[src/rtl/fixed_point_argmin.sv]
// Sequential arg-min over a sweep of NUM_AGENTS signed fixed-point fitness values.
// Optional global-best tracking across sweeps: define FIXED_POINT_ARGMIN_ELITISM_EN.

module fixed_point_comp #(
    parameter int WIDTH = 8
) (
    input  logic signed [WIDTH-1:0] a_i,
    input  logic signed [WIDTH-1:0] b_i,
    output logic                    lt_o
);
    assign lt_o = (a_i < b_i);
endmodule

module fixed_point_argmin #(
    parameter int WIDTH      = 8,
    parameter int NUM_AGENTS = 8,
    localparam int IW        = $clog2(NUM_AGENTS)
) (
    input  logic             CLK,
    input  logic             RST,
    input  logic             START_IN,
    input  logic [WIDTH-1:0] VALUE_IN,
    input  logic             VALUE_VALID_IN,
    output logic             VALUE_READY_OUT,
    output logic             BUSY_OUT,
    output logic             DONE_OUT,
    output logic             IMPROVED_OUT,
    output logic [WIDTH-1:0] BEST_VALUE_OUT,
    output logic [IW-1:0]    BEST_INDEX_OUT
);
    typedef enum logic [1:0] {S_IDLE, S_SWEEP, S_DONE} state_t;

    state_t           state_q;
    logic [IW-1:0]    cnt_q;
    logic [WIDTH-1:0] run_best_q;
    logic [IW-1:0]    run_idx_q;
    logic             done_q;
    logic             improved_q;
    logic [WIDTH-1:0] best_q;
    logic [IW-1:0]    best_idx_q;

    logic [WIDTH-1:0] run_best_d;
    logic [IW-1:0]    run_idx_d;
    logic             run_lt;
    logic             xfer;
    logic             last;
    logic             load;

    assign xfer = (state_q == S_SWEEP) && VALUE_VALID_IN;
    assign last = (cnt_q == IW'(NUM_AGENTS - 1));

    fixed_point_comp #(.WIDTH(WIDTH)) u_run_comp (
        .a_i  ($signed(VALUE_IN)),
        .b_i  ($signed(run_best_q)),
        .lt_o (run_lt)
    );

    // First value of a sweep seeds the running best; strict LT keeps the earlier index on ties.
    always_comb begin
        run_best_d = run_best_q;
        run_idx_d  = run_idx_q;
        if (cnt_q == '0 || run_lt) begin
            run_best_d = VALUE_IN;
            run_idx_d  = cnt_q;
        end
    end

`ifdef FIXED_POINT_ARGMIN_ELITISM_EN
    logic elite_vld_q;
    logic elite_lt;

    fixed_point_comp #(.WIDTH(WIDTH)) u_elite_comp (
        .a_i  ($signed(run_best_d)),
        .b_i  ($signed(best_q)),
        .lt_o (elite_lt)
    );

    assign load = !elite_vld_q || elite_lt;

    always_ff @(posedge CLK) begin
        if (RST)
            elite_vld_q <= 1'b0;
        else if (xfer && last)
            elite_vld_q <= 1'b1;
    end
`else
    assign load = 1'b1;
`endif

    // Result registers are written on the last transfer so they are valid during DONE.
    always_ff @(posedge CLK) begin
        if (RST) begin
            state_q    <= S_IDLE;
            cnt_q      <= '0;
            run_best_q <= '0;
            run_idx_q  <= '0;
            done_q     <= 1'b0;
            improved_q <= 1'b0;
            best_q     <= '0;
            best_idx_q <= '0;
        end else begin
            case (state_q)
                S_IDLE: begin
                    cnt_q      <= '0;
                    done_q     <= 1'b0;
                    improved_q <= 1'b0;
                    if (START_IN)
                        state_q <= S_SWEEP;
                end
                S_SWEEP: begin
                    if (xfer) begin
                        cnt_q      <= cnt_q + 1'b1;
                        run_best_q <= run_best_d;
                        run_idx_q  <= run_idx_d;
                        if (last) begin
                            state_q    <= S_DONE;
                            done_q     <= 1'b1;
                            improved_q <= load;
                            if (load) begin
                                best_q     <= run_best_d;
                                best_idx_q <= run_idx_d;
                            end
                        end
                    end
                end
                S_DONE: begin
                    done_q     <= 1'b0;
                    improved_q <= 1'b0;
                    state_q    <= S_IDLE;
                end
                default: state_q <= S_IDLE;
            endcase
        end
    end

    assign VALUE_READY_OUT = (state_q == S_SWEEP);
    assign BUSY_OUT        = (state_q == S_SWEEP) || (state_q == S_DONE);
    assign DONE_OUT        = done_q;
    assign IMPROVED_OUT    = improved_q;
    assign BEST_VALUE_OUT  = best_q;
    assign BEST_INDEX_OUT  = best_idx_q;
endmodule

[config.mk]
export PLATFORM = sky130hd
export DESIGN_NAME = fixed_point_argmin
export DESIGN_NICKNAME = d
export VERILOG_FILES = /design/src/rtl/fixed_point_argmin.sv
export SDC_FILE = /design/constraint.sdc
export NUM_CORES = 1
export LEC_CHECK = 0
export CAP_MARGIN = 10
export CORE_ASPECT_RATIO = 1.75
export CORE_MARGIN = 3
export CORE_UTILIZATION = 45
export CTS_BUF_LIST = sky130_fd_sc_hd__clkbuf_8
export DETAILED_ROUTE_END_ITERATION = 10
export GPL_TIMING_DRIVEN = 0
export HOLD_SLACK_MARGIN = 0.03
export PLACE_DENSITY = 0.66
export SYNTH_ARGS = -nofsm -noshare
export SYNTH_HDL_FRONTEND = slang
export SYNTH_SLANG_ARGS = --single-unit
[constraint.sdc]
create_clock -name CLK -period 3.49 [get_ports CLK]
set_clock_uncertainty 0.15 [all_clocks]
set_input_delay 0.5235 -clock CLK [delete_from_list [all_inputs] [get_ports CLK]]
set_output_delay 0.5235 -clock CLK [all_outputs]
set_load 0.02 [all_outputs]
* Word-level counts from Yosys, hierarchy flattened
Cells that the tools add are included.
Word-level totals: flip-flop bits (word level) 28
Operators by class: equality and inequality tests 6, multiplexer cells 11, add/subtract/negate cells 1, magnitude comparators 1, reduce and logical (&&, ||, !) cells 13
Operators with widths (number):
- 3-bit AND reduction | 3
- 8-bit < comparator | 1
- 8-bit 2-to-1 mux | 1
- 2-bit 2-to-1 mux | 3
- 3-bit 2-to-1 mux | 2
- 3-bit one-hot mux with 2 select lines | 1
- 2-bit by 1-bit != test with 1-bit output (second input constant) | 2
- 2-bit one-hot mux with 2 select lines | 1
- 2-bit AND reduction | 2
- 2-bit nonzero test | 2
- 3-bit by 1-bit adder with 3-bit output (second input constant) | 1
- 3-bit equality test (second input constant) | 1
- 3-bit logical NOT | 1
- 2-bit by 1-bit equality test with 1-bit output (second input constant) | 1
- 2-bit equality test (second input constant) | 1
- 2-bit logical NOT | 1
- 1-bit logical OR | 2
- 1-bit 2-to-1 mux | 2
- 2-bit != test (second input constant) | 1
- 1-bit one-hot mux with 2 select lines | 1
- 2-bit OR reduction | 1
- 1-bit logical AND | 1

* Logic depth before layout (Yosys ltp)
depth after elaboration 4, gate-level depth with buffers 8

* Hierarchy
From an unflattened synthesis, not the netlist that was laid out.
Unflattened totals: cell total of the unflattened synthesis 180, area total of the unflattened synthesis 1675.4 um^2
Modules (own cells, without submodules):
- fixed_point_argmin | sequential area each 560.5 um^2, times used 1, area an instance 1492.7 um^2, cells each 157
- fixed_point_comp | sequential area each 0.0 um^2, times used 1, area an instance 182.7 um^2, cells each 23

* Worst setup path after synthesis
Ideal clock, no wire load.
path kind in2reg, start in VALUE_IN[5], end reg run_best_q[0], cell stages on the path 7, path slack 1.205 ns, required time 3.268 ns, arrival time 2.064 ns, buffers on the path 1, cells stage by stage ha_1 -> a21o_1 -> a2111oi_4 -> o31ai_2 -> a21oi_2 -> buf_6 -> mux2i_1
Between the ends: longest elaborated chain between the ends 3
Ends and longest elaborated chain:
- from (decl) | RTL line 22 | input logic [WIDTH-1:0] VALUE_IN,
- 8-bit < comparator | RTL line 11 | assign lt_o = (a_i < b_i);
- 1-bit logical OR | RTL line 62 | if (cnt_q == '0 || run_lt) begin
- 8-bit 2-to-1 mux | RTL line 62
- to (signal assigned) | RTL line 113 | run_best_q <= run_best_d;
- to (decl) | RTL line 35 | logic [WIDTH-1:0] run_best_q;
Every way passes these cells. A chain may end at the register's enable or synchronous reset.

* Worst setup path in the final report
start in VALUE_IN[5], end reg run_best_q[1]
Same word-level chain as after synthesis.

==> summary.md <==
| Metric | Value |
|---|---|
| N_diodes | `0` |
| Num CTS Buffers | `3` |
| Top_reg_cell synth | `dfxtp_1` |
| Pin count of the biggest net entering global routing | `16` |
| Die Area | `0.00452 mm²` |
| Tightest Hold Check Type | `in -> reg` |
| Yosys cell types | `37` |
| CP required | `3.55 ns` |
| Clk slew on worst S/H paths | `0.09 ns` |
| Syn_area_per_cell | `9.06 µm²` |
| HPWL Detailed | `between 2 and 3 mm` |
| Synth cell count leaders | `dfxtp_1, nand2b_1, nor2_1` |
| Area Overhead vs Synth | `21.0%` |
| CP cell instances | `clkdlybuf4s50_1 > ha_1 > a21o_1 > a2111oi_4 > o31ai_2 > a21oi_2 > buf_6 > mux2i_1` |
| Final nets | `239` |
| Fillers | `326` |
| Worst path slowest cell | `clkdlybuf4s50_1` |
| Final Power | `between 0.0006 and 0.0007 W` |
| Reg area | `561 µm²` |
| Via count | `1,406` |
| Grt ovf | `0` |
| Max incr delay on CP | `approximately 0.45 ns` |
| Placed insts | `roughly 250` |
| PD cells | `323 mW/mm²` |
| Post-route ant nets | `0` |
| Leading area contributor after synthesis | `dfxtp_1` |
| Post-Syn Instances | `roughly 190` |
| Number of max-cap violations | `0` |
| Root Driver | `clkbuf_8` |
| Multi-input logic area | `918 µm²` |
| Final setup viols | `0` |
| CP Class | `in -> reg` |
| Number of flops mapped to enable cells by yosys | `0` |
| Result of the run | `completed` |
| Total negative slack | `0 ns` |
| Count leader, synth | `dfxtp_1` |
| Gr busiest metal | `met2` |
| Reg2Reg Setup Slack | `1.12 ns` |
| Finished Core Util | `0.584` |
| Fraction of met1 tracks used by global routing | `0.225` |
| Average via count per standard cell | `5.45` |
| Sink Count | `28` |
| FMAX | `375 MHz` |
| YS warnings | `0` |
| Setup crit start kind | `input pin` |
| Least-Margin Pin Slew | `0.539 ns` |
| Vias in the first global route | `1,483` |
| Hold WS | `between 0.3 and 0.4 ns` |
| Final Max Tran Viols | `0` |
| Min Tclk post-route | `2.67 ns` |
| Share of the synthesized area in the top cell type | `0.335` |
| Grt met3 use | `0.0241` |
| Synth Cell Area | `around 0.0017 mm²` |
| M2 GR Usage | `0.353` |
| WL/cell | `between 15 and 20 µm` |
| Crit path DAT | `2.73 ns` |
| Die H | `around 87 µm` |
| Leakage power | `~0.70 nW` |
| Seq/Total Area, Yosys | `0.335` |
| Die W | `52.1 µm` |
| Iteration-0 DRC count of the detailed router | `20` |
| Io pins | `27` |
| Core area | `0.00347 mm²` |
| First-pass GRT wire length | `~6.7 mm` |
| Global-route usage over all layers | `0.198` |
| Crit Path Max Fanout | `10` |
| Period utilization | `0.764` |
| RSZ-0062 raised after global routing | `no` |
| Row cnt | `28` |
| Final RePlAce weighted congestion | `0.805` |
| Hold Fails Final Rpt | `0` |
| Hold_buf cts | `0` |
| Max VDD drop | `0.000288 V` |
| Worst-case clock buffer depth | `2` |
| Worst setup EP type | `flop` |
| Final WL | `4.00 mm` |
| H-tree Lvls | `1` |
| Starting density of the core | `0.483` |
| DRC viols | `0` |
| Post-Syn Nets | `210` |
| Ys async rst share | `0` |
| Worst skew pair latency | `0.28 ns` |
| 1st-pass router iterations | `4` |
| Share of layout cells above drive strength 1 | `0.0986` |
| Initial antenna violation count | `0` |
| Resized Gates After CTS | `0` |
| CTS tree | `done` |
| Register bit total from synthesis | `28` |
| Port buffer count | `24` |
| Fin cells | `258` |
| Setup repair bufs after CTS | `0` |
| Relative slew slack | `0.641` |
| Largest cells by area after synthesis | `dfxtp_1, ha_1, nand2b_1` |
## where the power goes
group	leakage, nW	total (W)	switching (W)	internal [W]
sequential	0.226	0.000331	0.00000575	0.000326
combinational	0.443	0.000119	0.0000648	0.0000538
clock	0.0288	0.000204	0.000103	0.000101
total	0.698	0.000654	0.000173	0.000481
## through the flow
stage | setup slack [ns] | area (µm²)
global placement | 0.543 | 1970
global route | 0.677 | 2030
CTS | 0.802 | 2030
finish | 0.824 | 2030
floorplan | 1.20 | 1680
detailed placement | 0.513 | 1970
## routing by layer
metal / vias to the layer above / part of all wire
li1: 699 / -
met4: 0 / 0.027
met3: 9 / 0.033
met1: 669 / 0.41
met2: 29 / 0.53
met5: - / 0
## state kept, by name, summed over array words and instances, names as in the netlist
register / count
BEST_VALUE_OUT: 8
run_best_q: 8
BEST_INDEX_OUT: 3
cnt_q: 3
run_idx_q: 3
state_q: 2
IMPROVED_OUT: 1
## worst max-delay path, delay by kind of cell
| kind | cells | cell delay [ns] |
|---|---|---|
| compound gates | 4 | 1.01 |
| mux | 1 | 0.20 |
| fa+ha+maj | 1 | 0.33 |
| buf+inv | 2 | 0.66 |
## cells in the final DEF (no fill, tap or decap), types with 2 or more instances in the layout
| cell | n |
|---|---|
| a21oi_1 | 5 |
| a311oi_1 | 10 |
| buf_6 | 2 |
| clkbuf_1 | 6 |
| clkbuf_8 | 9 |
| clkdlybuf4s50_1 | 24 |
| dfxtp_1 | 28 |
| ha_1 | 13 |
| inv_1 | 14 |
| mux2i_1 | 11 |
| nand2_1 | 2 |
| nand2b_1 | 23 |
| nand3_1 | 11 |
| nor2_1 | 18 |
| nor3_1 | 2 |
| o21ai_0 | 5 |
| o21ai_1 | 9 |
## final timing paths
kind	startpoint	endpoint	depth (start not counted)
worst min register to register	run_idx_q[1]$_SDFFE_PP0P_	run_idx_q[1]$_SDFFE_PP0P_	2
worst min-delay path	RST	BEST_INDEX_OUT[1]$_SDFFE_PP0P_	2
worst max register to register	run_best_q[5]$_SDFFE_PP0P_	run_best_q[1]$_SDFFE_PP0P_	8
worst max-delay path	VALUE_IN[5]	run_best_q[1]$_SDFFE_PP0P_	8
## cell type report
type / instances / area share
clock buffer: 4 / 0.0272
tap: 45 / 0.0278
multi-input combinational: 127 / 0.453
sequential: 28 / 0.277
inverter: 15 / 0.0278
timing repair buffer: 24 / 0.119
buffer: 15 / 0.0691
## logic make-up after synthesis
family	count (synthesis)	synth area share
buffers and inverters	30	0.117
DFF	28	0.335
and+or+nand+nor	58	0.177
xor gates and xnor gates	1	0.00523
adders and majority gates	13	0.0971
AOI/OAI and AO/OA	44	0.203
muxes	11	0.0657
No activity file was read; power rests on OpenSTA's default activity.
